===== config.mk =====
export PLATFORM = sky130hd
export DESIGN_NAME = glorb_fetch
export DESIGN_NICKNAME = d
export VERILOG_FILES = /design/src/rtl/glorb_fetch.sv
export SDC_FILE = /design/constraint.sdc
export NUM_CORES = 1
export LEC_CHECK = 0
export CORE_MARGIN = 2
export CORE_UTILIZATION = 43
export CTS_CLUSTER_SIZE = 28
export DETAILED_ROUTE_END_ITERATION = 10
export HOLD_SLACK_MARGIN = 0.1
export MAX_ROUTING_LAYER = met4
export PLACE_DENSITY = 0.77
export SKIP_CTS_REPAIR_TIMING = 1
export SLEW_MARGIN = 15
export SYNTH_ARGS = -nofsm -noshare
export SYNTH_HDL_FRONTEND = slang
export SYNTH_SLANG_ARGS = --single-unit

===== constraint.sdc =====
create_clock -name clk -period 1.9 [get_ports clk]
set_input_delay 0.57 -clock clk [delete_from_list [all_inputs] [get_ports clk]]
set_output_delay 0.57 -clock clk [all_outputs]
set_load 0.02 [all_outputs]

===== src/rtl/glorb_fetch.sv =====
// glorbcore fetch stage: owns the pc, keeps at most one imem read in flight and
// holds one fetched {instruction, pc} for execute; redirects squash wrong-path data.
module glorb_fetch #(
  parameter int              IW       = 8,
  parameter int              IMW      = 4,
  parameter logic [IMW-1:0]  RESET_PC = '0
) (
  input  logic           clk,
  input  logic           rst_n,
  output logic           imem_req_valid,
  input  logic           imem_req_ready,
  output logic [IMW-1:0] imem_req_addr,
  input  logic           imem_rsp_valid,
  input  logic [IW-1:0]  imem_rsp_data,
  output logic           ex_valid,
  input  logic           ex_ready,
  output logic [IW-1:0]  ex_instruction,
  output logic [IMW-1:0] ex_pc,
  input  logic           redirect_valid,
  input  logic [IMW-1:0] redirect_pc,
  output logic [1:0]     dbg_state_o
);

  // Handshakes: a request transfers on a rising edge with imem_req_valid and
  // imem_req_ready both high; the ex buffer transfers on an edge with ex_valid
  // and ex_ready high (ex_ready is ignored while redirect_valid is high), and
  // ex_instruction/ex_pc hold steady while ex_valid is high and not consumed.

  typedef enum logic [1:0] {
    S_IDLE = 2'd0,
    S_REQ  = 2'd1,
    S_WAIT = 2'd2
  } state_t;

  state_t         state_q, state_d;
  logic [IMW-1:0] fetch_pc_q, fetch_pc_d;
  logic [IMW-1:0] pend_pc_q, pend_pc_d;
  logic           drop_q, drop_d;
  logic           ex_valid_q, ex_valid_d;
  logic [IW-1:0]  ex_instr_q, ex_instr_d;
  logic [IMW-1:0] ex_pc_q, ex_pc_d;
  logic           req_valid;
  logic           req_fire;

  always_ff @(posedge clk or negedge rst_n) begin
    if (!rst_n) begin
      state_q    <= S_IDLE;
      fetch_pc_q <= RESET_PC;
      pend_pc_q  <= '0;
      drop_q     <= 1'b0;
      ex_valid_q <= 1'b0;
      ex_instr_q <= '0;
      ex_pc_q    <= '0;
    end else begin
      state_q    <= state_d;
      fetch_pc_q <= fetch_pc_d;
      pend_pc_q  <= pend_pc_d;
      drop_q     <= drop_d;
      ex_valid_q <= ex_valid_d;
      ex_instr_q <= ex_instr_d;
      ex_pc_q    <= ex_pc_d;
    end
  end

  always_comb begin
    state_d    = state_q;
    fetch_pc_d = fetch_pc_q;
    pend_pc_d  = pend_pc_q;
    drop_d     = drop_q;
    ex_valid_d = ex_valid_q;
    ex_instr_d = ex_instr_q;
    ex_pc_d    = ex_pc_q;

    // Issuing only when the buffer is free (or draining) means a response can
    // never land on an unconsumed instruction.
    req_valid = (state_q == S_REQ) && !redirect_valid && (!ex_valid_q || ex_ready);
    req_fire  = req_valid && imem_req_ready;

    if (ex_valid_q && ex_ready) begin
      ex_valid_d = 1'b0;
    end

    case (state_q)
      S_IDLE: begin
        state_d = S_REQ;
      end
      S_REQ: begin
        if (req_fire) begin
          pend_pc_d  = fetch_pc_q;
          fetch_pc_d = fetch_pc_q + IMW'(1);
          state_d    = S_WAIT;
        end
      end
      S_WAIT: begin
        if (imem_rsp_valid) begin
          state_d = S_REQ;
          drop_d  = 1'b0;
          if (!drop_q && !redirect_valid) begin
            ex_valid_d = 1'b1;
            ex_instr_d = imem_rsp_data;
            ex_pc_d    = pend_pc_q;
          end
        end else if (redirect_valid) begin
          // The in-flight read is now wrong-path; swallow it when it returns.
          drop_d = 1'b1;
        end
      end
      default: begin
        state_d = S_IDLE;
      end
    endcase

    if (redirect_valid) begin
      fetch_pc_d = redirect_pc;
      ex_valid_d = 1'b0;
    end
  end

  assign imem_req_valid = req_valid;
  assign imem_req_addr  = fetch_pc_q;
  assign ex_valid       = ex_valid_q;
  assign ex_instruction = ex_instr_q;
  assign ex_pc          = ex_pc_q;
  assign dbg_state_o    = state_q;

endmodule


# Yosys cells after proc, flatten, opt, wreduce, memory -nomap -nowiden
# Index checks and enable logic that the tools add are counted.
dict set report totals {
  regBits 24
  inputBits 18
  out_inout_bits 20
  elab_cells 43
}
dict set report op_classes {
  n_addsub 1
  n_eq_ne 4
  n_mux 13
  reduce_logical 18
}
# op n
set op_table {}
lappend op_table {{$mux 4} 3}
lappend op_table {{$reduce_and 2->1} 4}
lappend op_table {{$mux 1} 7}
lappend op_table {{$pmux 2 s3} 1}
lappend op_table {{$reduce_bool 2->1} 3}
lappend op_table {{$logic_and 1x1->1} 5}
lappend op_table {{$add 4x1->4 const B} 1}
lappend op_table {{$mux 2} 2}
lappend op_table {{$ne 2x2->1 const B} 2}
lappend op_table {{$logic_not 1->1} 3}
lappend op_table {{$reduce_and 3->1} 1}
lappend op_table {{$eq 2x1->1 const B} 1}
lappend op_table {{$eq 2x2->1 const B} 1}
lappend op_table {{$logic_not 2->1} 1}
lappend op_table {{$logic_or 1x1->1} 1}

# Longest topological paths before layout
dict set report logic_depth {
  ltp_word 7
  depth_mapped 4
  mapped_depth_nobuf 4
}

# Least setup slack after synthesis
# OpenSTA, ideal clock, no wires.
dict set report synth_timing {
  path_type {reg2out}
  from {register ex_valid_q (netlist: ex_valid)}
  to {output port imem_req_valid}
  arrival_ps 1205
  required_time_ps 1330
  path_slack_ps 125
  path_stages_with_launch 4
  n_path_buf 1
  path_cell_list {dfrtp_1 -> nor2b_4 -> buf_6 -> nor3_1}
}
dict set report synth_via {
  elab_chain_cells 3
}
# element line
set synth_rtl {}
lappend synth_rtl {{start: declaration} 39} ;# logic ex_valid_q, ex_valid_d;
lappend synth_rtl {{start signal: assignment} 59} ;# ex_valid_q <= ex_valid_d;
lappend synth_rtl {{$logic_not 1->1} 76} ;# req_valid = (state_q == S_REQ) && !redirect_valid && (!ex_valid_q || ex_ready);
lappend synth_rtl {{$logic_or 1x1->1} 76}
lappend synth_rtl {{$logic_and 1x1->1} 76}
lappend synth_rtl {{end: declaration} 10} ;# output logic imem_req_valid,
# No other way between the ends.

# Worst setup path after layout
dict set report layout_timing {
  from {input port redirect_valid}
  to {output port imem_req_valid}
}
dict set report layout_via {
  elab_chain_cells 3
}
# element line
set layout_rtl {}
lappend layout_rtl {{start: declaration} 19} ;# input logic redirect_valid,
lappend layout_rtl {{$logic_not 1->1} 76}
lappend layout_rtl {{$logic_and 1x1->1 (2 in a row)} 76}
# No other way between the ends.

==> summary.md <==
| Metric | Value |
|---|---|
| Worst-Margin Slew | between 0.3 and 0.4 ns |
| CTS tree | built |
| Die W | 54.00 um |
| Share of cells above drive strength 1 | 32.56% |
| PnR worst setup slack | -0.002388 ns |
| Final core utilization | 68.06% |
| XOR/XNOR Fraction of Synth Area | 0% |
| Endpoint class of the critical path | output port |
| Crit path kind | primary input to output port |
| Vias in the first global route | 760 |
| Bufs on Longest Clock Path | 2 |
| Wire per inst | 15.17 um |
| Sequential Power Share | roughly two fifths |
| Final Power | 1.798 mW |
| Synth async-reset ratio | 100.0% |
| Drt total wl | 2412 um |
| Adder-Cell Fraction of Synth Area | approximately 1.2% |
| Yosys warns | 0 |
| CORE AREA | about 2400 um^2 |
| Die area | 2915 um^2 |
| Max Transition Viols Final | 0 |
| Row count | 18 |
| Final hold slack | 0.5014 ns |
| ANT nets after route | 0 |
| Leakage | 0.9465 nW |
| Worst-path fanout max | 2 |
| Grt total ovfl | 0 |
| Largest family of logic cells by synthesized area | multiplexers |
| First-pass GRT wire length | 3498 um |
| Sw Pwr | 556.1 uW |
| Synth Area in Simple Gates | between 10 and 15% |
| Synth top area cells | dfrtp_1 56%, mux2_2 16%, o31ai_1 2.8% |
| Post-synth EDFFs | 0 |
| Clock Sinks | 24 |
| Mapped Cells | 78 |
| Critical Path AT | 1.33 ns |
| Met1 Use GR | 22.43% |
| Post-route non-filler standard cell count | 159 |
| Starting density of the core | 44.19% |
| Int Pwr | 1.242 mW |
| Met2 Track Usage GR | 25.81% |
| Via count | 826 |
| Post-synth top area share | 55.88% |
| Clk_skew | approximately 0.0052 ns |
| Root buf cell | clkbuf_4 |
| Clock slew at reported path FFs | approximately 0.13 ns |
| Crit path launch type | primary input |
| Failing checks | negative setup slack |
| Number of top-level pins | 38 |
| Outcome | complete, but fails checks |
| HPWL Detailed | 1709 um |
| Area delta synth->final | 54.02% |
| Via density | 5.195 |
| Cell variety after synth | 27 |
| Total CTS buffers | 3 |
| Detailed Routing Iterations Pass 1 | 5 |
| Crit path time final | 1.902 ns |
| Path type of the worst min-delay path | flip-flop to flip-flop |
| DRC Markers | 0 |
| GRT Total Usage | 17.40% |
| Clock Latency Late Sink | 0.31 ns |
| Die Y | between 50 and 60 um |
| Switch share | 30.93% |
| PD cells | 1086 nW/um^2 |
| Port buffer count | 37 |
| FF+latch count, synth | 24 |
| Pin count of the biggest net entering global routing | 25 |
| Most crowded layer after global routing | met2 |
| Top cell type by total area after synthesis | dfrtp_1 |
| Nets | 149 |
| Max Cap Violations | 0 |
| Commonest cells post-synth | 24 x dfrtp_1, 15 x mux2_2, 4 x o31ai_1 |
| Final setup violation count | 1 |
| RePlAce Congestion | 0.7810 |
| Pre-CTS setup slack | -0.6461 ns |
| Top-count cell post-synth | dfrtp_1 |
| Register area share after synthesis | 55.88% |
| H-tree levels | 1 |
| Synthesized area | 1075 um^2 |
| Fmax | 525.7 MHz |
| Multiplexer area fraction after synthesis | 16.76% |
| Mean area per synthesized cell | 13.78 um^2 |
| Initial DRC Count | 10 |
| Ys flop type | dfrtp_1 |
| Crit path required time | 1.33 ns |
| Period utilisation layout | 100.1% |
| Clk pwr share | 20.3% |
| Met3 usage | 3.889% |
| Dpl cells | 155 |
| Final Hold Vio Count | 0 |
| Initial antenna violation count | 0 |
| Compound-Gate Fraction of Synth Area | 8.847% |
| Comb power frac | between 30% and 40% |
| Maximum VDD drop | 0.6926 mV |
| Syn nets | 97 |
| Worst slew margin | between 70% and 80% |
| Ant. Diodes | 0 |
power groups by stage:
| stage | Clock, mW | Combinational, mW | Sequential, mW |
|---|---|---|---|
| 2_1_floorplan | 0 | 0.196 | 0.910 |
| 4_1_cts | 0.371 | 0.704 | 0.761 |
| 3_5_place_dp | 0 | 0.701 | 0.772 |
| 5_1_grt | 0.406 | 0.719 | 0.775 |
| 3_3_place_gp | 0 | 0.681 | 0.762 |
| 6_report | 0.365 | 0.679 | 0.755 |
final timing paths:
check                      slack (ns)               from  depth (start not counted)                 to
max                            -0.002     redirect_valid                          3     imem_req_valid
min                              0.50  ex_instruction[1]                          1  ex_instruction[1]
max reg2reg                      0.37     dbg_state_o[0]                          5  ex_instruction[4]
min reg2reg                      0.50  ex_instruction[1]                          1  ex_instruction[1]
max in group asynchronous        1.07              rst_n                          2       pend_pc_q[0]
min in group asynchronous        0.60              rst_n                          2   imem_req_addr[0]
sequential cells by signal (all words and copies together) (netlist names):
signal	flops
drop_q	1
ex_instruction	8
imem_req_addr	4
pend_pc_q	4
dbg_state_o	2
ex_pc	4
ex_valid	1
cells by family after synthesis:
logic type / after synthesis
DFF: 24
and+or+nand+nor: 18
muxes: 16
AOI/OAI and AO/OA: 14
buffers and inverters: 5
adders and majority gates: 1
cell usage in the layout, fill, tap and decap left out, types with 2 or more instances in the layout:
cell             netlist  layout
clkdlybuf4s50_1        0      16
nor2_1                 3       3
dlymetal6s2s_1         0      20
clkbuf_4               0       3
nand2b_4               2       2
inv_2                  2       2
or4_1                  3       3
o31ai_1                4       4
mux2_2                15      15
a31oi_1                3       3
buf_4                  0      13
dfrtp_1               24      24
o21ai_0                2       2
a21oi_1                2       2
critical path: stages:
cell             delay, ns
clkdlybuf4s50_1       0.45
nor3_2                0.14
buf_4                 0.17
stage by stage:
stage	instance area [um^2]	TNS, ns
after detailed placement	1550	-4.339
final	1655	-0.002388
after global placement	1550	-3.890
after global routing	1655	-0.02383
after floorplan	1075	0
after CTS	1603	-1.168
routing by layer:
metal	up-vias	routed length (um)	share of wire, %
li1	388	-	-
met1	403	1004	42
met2	29	1214	50
met3	6	141	5.8
met4	0	52	2.2
met5	-	0	0
area by class of cell:
class,instances,area [um^2]
Sequential cell,24,600.6
Fill cell,181,777.0
Clock inverter,1,30.03
Inverter,3,11.26
Tap cell,30,37.54
Timing Repair Buffer,49,508.0
Clock buffer,3,22.52
Multi-Input combinational cell,49,445.4
Power figures use the tool's default switching activity.
